`src/rtl/natv_arb_pkg.sv`:
```
// Shared types and constants for the native-bus arbiter family.
package natv_arb_pkg;

  typedef enum logic {
    ARB_IDLE,
    ARB_BUSY
  } arb_state_e;

  // Upper bound on the number of requesters an arbiter instance supports.
  localparam int unsigned ARB_MAX_MST = 8;

  // Read data returned when the watchdog forces a transaction to complete.
  localparam logic [31:0] ARB_TIMEOUT_DATA = 32'hDEAD_BEEF;

endpackage

```
`src/rtl/natv_bus_arbiter_rr_pick.sv`:
```
// Combinational round-robin picker: first requester after ptr, wrapping mod NumReq.
module rr_pick #(
  parameter int unsigned NumReq = 2,
  parameter int unsigned IdxW   = 1
) (
  input  logic [NumReq-1:0] req_i,
  input  logic [IdxW-1:0]   ptr_i,
  output logic [NumReq-1:0] gnt_o,
  output logic [IdxW-1:0]   idx_o,
  output logic              any_o
);

  int unsigned cand;

  // Scan ptr+1 .. ptr+NumReq; the modulo keeps non-power-of-two sizes correct.
  always_comb begin
    gnt_o = '0;
    idx_o = '0;
    any_o = 1'b0;
    cand  = 0;
    for (int unsigned i = 1; i <= NumReq; i++) begin
      cand = (int'(ptr_i) + i) % NumReq;
      if (!any_o && req_i[cand]) begin
        any_o       = 1'b1;
        gnt_o[cand] = 1'b1;
        idx_o       = IdxW'(cand);
      end
    end
  end

endmodule

```
`src/rtl/natv_bus_arbiter.sv`:
```
// Round-robin arbiter sharing one native memory port between NUM_MST masters.
// Grant is held for a whole transaction; a watchdog force-completes hung accesses.
module natv_bus_arbiter
  import natv_arb_pkg::*;
#(
  parameter int unsigned NUM_MST      = 2,
  parameter int unsigned TIMEOUT_CYC  = 1024,
  parameter logic [31:0] TIMEOUT_DATA = ARB_TIMEOUT_DATA
) (
  input  logic                 clk_i,
  input  logic                 rst_i,
  input  logic [NUM_MST-1:0]   m_valid_i,
  input  logic [NUM_MST*32-1:0] m_addr_i,
  input  logic [NUM_MST*32-1:0] m_wdata_i,
  input  logic [NUM_MST*4-1:0] m_wstrb_i,
  output logic [31:0]          m_rdata_o,
  output logic [NUM_MST-1:0]   m_ready_o,
  output logic                 s_valid_o,
  output logic [31:0]          s_addr_o,
  output logic [31:0]          s_wdata_o,
  output logic [3:0]           s_wstrb_o,
  input  logic [31:0]          s_rdata_i,
  input  logic                 s_ready_i,
  output logic [NUM_MST-1:0]   grant_o,
  output logic                 busy_o,
  output logic                 timeout_o
);

  localparam int unsigned PtrW  = (NUM_MST > 1) ? $clog2(NUM_MST) : 1;
  localparam int unsigned WdogW = (TIMEOUT_CYC > 0) ? $clog2(TIMEOUT_CYC + 1) : 1;
  localparam logic        WdogEn = (TIMEOUT_CYC != 0);
  localparam logic [WdogW-1:0] WdogLast = (TIMEOUT_CYC > 0) ? WdogW'(TIMEOUT_CYC - 1) : '0;

  arb_state_e         state_q, state_d;
  logic [NUM_MST-1:0] grant_q, grant_d;
  logic [PtrW-1:0]    gidx_q, gidx_d;
  logic [PtrW-1:0]    ptr_q, ptr_d;
  logic [WdogW-1:0]   wdog_q, wdog_d;

  logic [NUM_MST-1:0] pick_gnt;
  logic [PtrW-1:0]    pick_idx;
  logic               pick_any;

  logic busy, g_valid, wdog_hit, done_ok, done_to;

  rr_pick #(
    .NumReq (NUM_MST),
    .IdxW   (PtrW)
  ) u_pick (
    .req_i (m_valid_i),
    .ptr_i (ptr_q),
    .gnt_o (pick_gnt),
    .idx_o (pick_idx),
    .any_o (pick_any)
  );

  // Completion decode shared by next-state and output logic.
  always_comb begin
    busy     = (state_q == ARB_BUSY);
    g_valid  = m_valid_i[gidx_q];
    wdog_hit = WdogEn && (wdog_q == WdogLast);
    // s_ready_i in the timeout cycle wins over the watchdog.
    done_ok  = busy && g_valid && s_ready_i;
    done_to  = busy && g_valid && !s_ready_i && wdog_hit;
  end

  // State register with synchronous reset; ptr starts at the last master so master 0 goes first.
  always_ff @(posedge clk_i) begin
    if (rst_i) begin
      state_q <= ARB_IDLE;
      grant_q <= '0;
      gidx_q  <= '0;
      ptr_q   <= PtrW'(NUM_MST - 1);
      wdog_q  <= '0;
    end else begin
      state_q <= state_d;
      grant_q <= grant_d;
      gidx_q  <= gidx_d;
      ptr_q   <= ptr_d;
      wdog_q  <= wdog_d;
    end
  end

  // Next-state: arbitrate in IDLE, hold the grant in BUSY until completion or abort.
  always_comb begin
    state_d = state_q;
    grant_d = grant_q;
    gidx_d  = gidx_q;
    ptr_d   = ptr_q;
    wdog_d  = wdog_q;
    unique case (state_q)
      ARB_IDLE: begin
        if (pick_any) begin
          state_d = ARB_BUSY;
          grant_d = pick_gnt;
          gidx_d  = pick_idx;
          wdog_d  = '0;
        end
      end
      ARB_BUSY: begin
        if (!g_valid) begin
          // Master withdrew mid-transaction: abort silently, keep ptr.
          state_d = ARB_IDLE;
          grant_d = '0;
        end else if (done_ok || done_to) begin
          state_d = ARB_IDLE;
          grant_d = '0;
          ptr_d   = gidx_q;
        end else if (WdogEn) begin
          wdog_d = wdog_q + 1'b1;
        end
      end
      default: begin
        state_d = ARB_IDLE;
        grant_d = '0;
      end
    endcase
  end

  // Outputs: slave side muxed from the granted master; completions gated off during reset.
  always_comb begin
    busy_o    = busy;
    grant_o   = grant_q;
    s_valid_o = busy && g_valid;
    s_addr_o  = '0;
    s_wdata_o = '0;
    s_wstrb_o = '0;
    m_ready_o = '0;
    m_rdata_o = '0;
    timeout_o = 1'b0;
    if (busy) begin
      s_addr_o  = m_addr_i[32*gidx_q +: 32];
      s_wdata_o = m_wdata_i[32*gidx_q +: 32];
      s_wstrb_o = m_wstrb_i[4*gidx_q +: 4];
    end
    if (!rst_i) begin
      if (done_ok) begin
        m_ready_o = grant_q;
        m_rdata_o = s_rdata_i;
      end else if (done_to) begin
        m_ready_o = grant_q;
        m_rdata_o = TIMEOUT_DATA;
        timeout_o = 1'b1;
      end
    end
  end

endmodule

```
`config.mk`:
```
export PLATFORM = sky130hd
export DESIGN_NAME = natv_bus_arbiter
export DESIGN_NICKNAME = d
export VERILOG_FILES = /design/src/rtl/natv_arb_pkg.sv /design/src/rtl/natv_bus_arbiter_rr_pick.sv /design/src/rtl/natv_bus_arbiter.sv
export SDC_FILE = /design/constraint.sdc
export NUM_CORES = 1
export LEC_CHECK = 0
export ABC_AREA = 1
export CAP_MARGIN = 0
export CORE_AREA = 3 3 107 109
export CTS_CLUSTER_DIAMETER = 60
export DETAILED_ROUTE_END_ITERATION = 16
export DIE_AREA = 0 0 110 112
export DONT_BUFFER_PORTS = 1
export GPL_ROUTABILITY_DRIVEN = 1
export PLACE_DENSITY_LB_ADDON = 0.3
export RECOVER_POWER = 50
export SKIP_LAST_GASP = 1
export SYNTH_ARGS = -nofsm -noshare
export SYNTH_HDL_FRONTEND = slang
export SYNTH_SLANG_ARGS = --single-unit
```
`constraint.sdc`:
```
create_clock -name clk_i -period 1.5 [get_ports clk_i]
set_input_delay 0.3 -clock clk_i [delete_from_list [all_inputs] [get_ports clk_i]]
set_output_delay 0.3 -clock clk_i [all_outputs]
set_load 0.03 [all_outputs]
```
==> impl_metrics.json, run 1 <==
{
  "clock_sinks": 16,
  "power_mw": 2.83,
  "routed_wl_mm": 14.8,
  "grt_overflow": 0,
  "via_per_inst": 5.00,
  "fin_skew_ns": 0.00619,
  "dpl-instance-area_um2": 3920,
  "ys.warnings.count": 0,
  "cp-end-kind": "primary output",
  "antennaDiodeCount": 0,
  "synth.avg_cell_area_um2": 5.08,
  "p_int_mw": 1.55,
  "clockBufferDepth": 2,
  "layout.nets": 780,
  "seq_area_frac_synth_pct": 14.3,
  "p_seq_share_pct": 15.9,
  "swShare_pct": 45.0,
  "drc_errors": 0,
  "slew_headroom_pct": 64.4,
  "min_period_over_period_pct": 130,
  "max-vdd-ir-drop_mv": 0.297,
  "start_util_pct": 21.0,
  "synth_fp_nets": 616,
  "holdPathStages": 1,
  "reg2reg_slack_ns": -0.08,
  "hpwlAfterDp_mm": 8.87,
  "fin_area_um2": 5970,
  "fmax_mhz": 511,
  "cts_buffers": 3,
  "hold_slack_ns": 0.0964,
  "crit_path_max_fanout": 11,
  "synth_area_leaders": "nor2_1, o21ai_0, dfxtp_1, nand2_1, nand3_1",
  "final_cell_count_no_fill": 745,
  "p_comb_share_pct": 69.8,
  "tns_ns": -29.25,
  "r2r.worst_path.cells": 12,
  "numPortBuffers": 0,
  "required_ns": 1.20,
  "die_w_um": 110,
  "core_um2": 10700,
  "clkLatencyLatePin_ns": 0.26,
  "p_sw_mw": 1.27,
  "critical_path_class": "reg -> out",
  "crit_end": "m_rdata_o[12]",
  "fin_ws_ns": -0.455,
  "clockPowerShare_pct": 14.2,
  "synth_top_area_share_pct": 34.8,
  "tightest_slew_ns": 0.532,
  "synth.ff_latch_count": 16,
  "drt_first_pass_iters": 4,
  "fin_crit_ns": 1.96,
  "cellPowerDensity_nw_per_um2": 474,
  "ant_nets": 0,
  "grt_pass1_vias": 3673,
  "htreeDepth": 1,
  "drive_above_1_share_pct": 72.7,
  "grt_max_degree": 25,
  "timing.rr.start": "wdog_q[1]",
  "violations": "negative setup slack",
  "r2r_end": "wdog_q[10]",
  "path_clk_slew_ns": 0.07,
  "root_buffer": "clkbuf_8",
  "synth_area_leader_cell": "nor2_1",
  "outcome": "finished with violations",
  "grt_use_total_pct": 21.3,
  "setup_viol": 113,
  "gp_congestion": 0.794,
  "drt_iter0_drc": 227,
  "ios": 280,
  "die_h_um": 112,
  "grt_pass1_wl_mm": 20.6,
  "via_count": 3725,
  "syn2layout_area_growth_pct": 166,
  "cap_violations": 0,
  "dieArea_um2": 12300,
  "cp-startpoint": "wdog_q[1]",
  "ctsHoldBuffers": 0,
  "synth_area_um2": 2240,
  "cts_tree": "yes",
  "wire_per_inst_um": 19.8,
  "final_hold_viol_count": 0,
  "row_count": 38,
  "cp.arrival_ns": 1.66,
  "ys_types": 31,
  "grt_setup_unrepaired": "yes",
  "hp-class": "in -> reg",
  "slew_violations": 0,
  "antenna_found_initial": 0,
  "cp-start-kind": "register",
  "syn_inst": 442,
  "leakage_nw": 2.35,
  "dp.cells": 698
}
[routing by layer]
| metal | share of wire, % | GRT usage [%] | vias up |
|---|---|---|---|
| li1 | - | - | 1733 |
| met1 | 37 | 25.0 | 1775 |
| met2 | 53 | 38.5 | 174 |
| met3 | 7.1 | 3.65 | 43 |
| met4 | 3.5 | 6.90 | 0 |
| met5 | 0 | 0 | - |
[power by group through the flow]
stage	Clock (mW)	Combinational (mW)	Sequential, mW
2_1_floorplan	0	0.772	0.465
3_3_place_gp	0	1.20	0.457
3_5_place_dp	0	1.21	0.457
4_1_cts	0.414	1.89	0.451
5_1_grt	0.437	2.06	0.452
6_report	0.403	1.97	0.450
[synthesized netlist by cell type (all sizes together)]
cell type and instances:
a21oi 12, buf 10, clkbuf 19, clkinv 1
dfxtp 16, ha 1, inv 27, nand2 44
nand3 19, nand4 1, nor2 213, nor3 2
nor4 1, o211ai 1, o21ai 70, o21bai 1
xnor2 2, xor2 2
[worst max-delay path: stages (launching register included)]
cell and delay, ns:
dfxtp_2 0.35, ha_4 0.15, nand2_4 0.06, nor2_4 0.13, nand3_4 0.08, nand2_4 0.08
nand3_4 0.10, buf_12 0.19, nor2_4 0.09, buf_4 0.17
[cells by family (layout without fill, tap and decap cells)]
logic type               count (synthesis)  in the layout  synth area share [%]
XOR/XNOR                                 4              4                  1.56
adder cells (fa/ha/maj)                  1              1                 0.557
buffers and inverters                   57            219                  11.0
flip-flops                              16             16                  14.3
AO/OA/AOI/OAI                           84             84                  19.6
AND/OR/NAND/NOR                        280            281                  53.0
[layout make-up]
type                    count  area, µm²
fillers                   898       4730
multi-input cells         370       3000
repair buffers            187       2280
flip-flops and latches     16        330
well taps                 140        175
inverters                  28        125
clock buffers               4       55.1
[through the flow]
stage                     setup WS, ns  utilization (%)
after floorplan                 -0.273                -
after global placement          -0.163             36.6
after detailed placement        -0.194             36.6
after CTS                       -0.477             53.5
after global routing            -0.551             55.8
final                           -0.455             55.8
[placed cells by master (no fill, tap or decap), types with 7 or more instances in the layout]
cell type,count
nor2_4,88
buf_6,76
nor2_2,68
buf_4,65
nor2_1,57
nand2_1,33
o21ai_2,31
o21ai_4,25
buf_12,25
inv_1,21
dfxtp_1,12
buf_16,11
nand3_1,10
o21ai_1,9
a21oi_1,7
buf_8,7
[what timing repair did]
action	CTS	global route
gates cloned	17	2
pin swaps	52	47
endpoints found under the setup margin	107	116
buffers inserted	27	15
resized for setup	327	86
[flip-flops by register name (all words and copies together) (netlist names)]
register and flops:
busy_o 1, gidx_q 1, grant_o 2, ptr_q 1, wdog_q 11
[worst min-delay path by stage]
stage	startpoint	endpoint	slack, ns
floorplan	ptr_q	ptr_q	0.46
global placement	rst_i	wdog_q[1]	0.36
detailed placement	rst_i	wdog_q[1]	0.36
CTS	rst_i	wdog_q[1]	0.08
global route	rst_i	wdog_q[1]	0.08
finish	rst_i	wdog_q[1]	0.1
Power figures use the tool's default switching activity.
==> inputs of run 2 (changes only) <==
Settings changed: DONT_BUFFER_PORTS 1 to unset.
==> run 2 against run 1 <==
  * The flow still finishes with violations (negative setup slack)
  * Critical path type unchanged
  * First-iteration DRC count is 15% lower
  * Count of clock-buffer cells in the layout stayed put
  * Largest cell class is now buffers
  * Utilization is 16 points higher
  * Highest routed layer unchanged
==> impl_metrics.json, run 2 (synthesis results as in run 1) <==
{
  "outcome": "finished with violations",
  "violations": "negative setup slack",
  "start_util_pct": 21.0,
  "clockBufferDepth": 2,
  "numPortBuffers": 279,
  "cts_buffers": 3,
  "dpl-instance-area_um2": 5710,
  "path_clk_slew_ns": 0.06,
  "fin_crit_ns": 2.05,
  "fin_skew_ns": 0.00169,
  "routed_wl_mm": 18.0,
  "layout.nets": 949,
  "min_period_over_period_pct": 137,
  "ios": 280,
  "grt_setup_unrepaired": "yes",
  "fin_ws_ns": -0.554,
  "p_sw_mw": 1.41,
  "hpwlAfterDp_mm": 10.7,
  "layout_commonest_cell": "clkdlybuf4s50_1",
  "drc_errors": 0,
  "tightest_slew_ns": 0.417,
  "gp_congestion": 0.871,
  "row_count": 38,
  "final_hold_viol_count": 0,
  "p_comb_share_pct": 74.3,
  "grt_use_total_pct": 26.7,
  "die_h_um": 112,
  "cp-start-kind": "register",
  "cap_violations": 0,
  "clockPowerShare_pct": 11.9,
  "die_w_um": 110,
  "dieArea_um2": 12300,
  "antennaDiodeCount": 0,
  "swShare_pct": 42.8,
  "drt_iter0_drc": 194,
  "final_core_util_pct": 72.2,
  "holdPathStages": 2,
  "power_mw": 3.30,
  "grt_pass1_vias": 4508,
  "crit_chain": "ha_4 -> nand2_4 -> nor2_4 -> nand3_4 -> nand2_4 -> nand3_4 -> buf_6 -> buf_6 -> nor2_4 -> buf_6",
  "root_buffer": "clkbuf_8",
  "grt_overflow": 0,
  "crit_top_cell": "buf_6",
  "antenna_found_initial": 0,
  "min_to": "grant_o[1]",
  "p_int_mw": 1.89,
  "regMostFlops": "wdog_q",
  "final_cell_mix": "clkdlybuf4s50_1, buf_6, nor2_4",
  "hp-class": "reg -> reg",
  "core_um2": 10700,
  "cp-end-kind": "primary output",
  "cp.arrival_ns": 1.75,
  "critical_path_class": "reg -> out",
  "setup_viol": 117,
  "fin_area_um2": 7720,
  "slew_violations": 0,
  "r2r.worst_path.cells": 12,
  "clkLatencyLatePin_ns": 0.26,
  "max-vdd-ir-drop_mv": 0.374,
  "largest_register_ffs": 11,
  "ctsHoldBuffers": 0,
  "clock_sinks": 16,
  "syn2layout_area_growth_pct": 244,
  "grt_pass1_wl_mm": 25.5,
  "r2r_end": "wdog_q[10]",
  "reg2reg_slack_ns": -0.19,
  "via_count": 4389,
  "drt_first_pass_iters": 4,
  "slew_headroom_pct": 72.2,
  "fillers": 736,
  "crit_path_max_fanout": 4,
  "hp-start": "grant_o[1]",
  "via_per_inst": 4.80,
  "max_stage_delay_ns": 0.35,
  "required_ns": 1.20,
  "grt_max_degree": 31,
  "fmax_mhz": 487,
  "p_seq_share_pct": 13.8,
  "post-place-ws_ns": -0.597,
  "drive_above_1_share_pct": 57.1,
  "cts_tree": "yes",
  "ant_nets": 0,
  "leakage_nw": 3.03,
  "htreeDepth": 1,
  "wire_per_inst_um": 19.7,
  "cellPowerDensity_nw_per_um2": 427,
  "timing.rr.start": "gidx_q",
  "cp_slowest_cell": "dfxtp_2"
}
[run 2: worst max-delay path: cells and delay by family (launching register included)]
family / cells / cell delay, ns
AND/OR/NAND/NOR: 6 / 0.57
buffers and inverters: 3 / 0.41
flip-flops: 1 / 0.35
adder cells (fa/ha/maj): 1 / 0.16
[run 2: cell type report]
class                   instances  area, µm²  share of cell area, %
inverters                      28        120                   1.56
repair buffers                356       4030                   52.2
clock buffers                   4       55.1                  0.713
well taps                     140        175                   2.27
multi-input cells             370       3010                   39.0
flip-flops and latches         16        330                   4.28
[run 2: power by group through the flow]
stage          Sequential (mW)  Clock (mW)  Combinational (mW)
2_1_floorplan            0.465           0               0.772
3_3_place_gp             0.458           0                1.65
3_5_place_dp             0.458           0                1.67
4_1_cts                  0.455       0.403                2.30
5_1_grt                  0.454       0.431                2.56
6_report                 0.454       0.394                2.45
[run 2: how the worst max path moves through the flow]
stage,to,startpoint
final,m_rdata_o[21],wdog_q[1]
after global routing,m_rdata_o[10],wdog_q[1]
after CTS,m_ready_o[1],wdog_q[0]
after detailed placement,m_rdata_o[10],m_valid_i[1]
after global placement,m_rdata_o[10],m_valid_i[0]
after floorplan,m_rdata_o[10],wdog_q[1]
[run 2: timing repair]
item / CTS / global route
endpoints found under the setup margin: 119 / 115
gates cloned: 16 / 1
resized for setup: 333 / 123
endpoints found under the hold margin: 0 / 0
pin swaps: 71 / 58
buffers inserted: 20 / 10
[run 2: routing by layer]
layer / share of wire [%] / track usage [%]
met4: 4.5 / 9.89
met1: 35 / 29.5
met5: 0 / 0
met3: 6.7 / 5.22
met2: 54 / 49.3
[run 2: through the flow]
step | std cells | hold slack [ns] | TNS, ns
CTS | 913 | 0.499 | -35.00
finish | 914 | 0.505 | -35.35
global route | 914 | 0.532 | -43.40
global placement | 873 | 0.481 | -28.57
floorplan | 442 | 0.464 | -6.45
detailed placement | 873 | 0.489 | -30.30
==> inputs of run 3 (changes only) <==
Settings changed: SLEW_MARGIN set to 20.
==> results of run 3 <==
No change in the layout: final DEF, timing and power equal those of run 2.
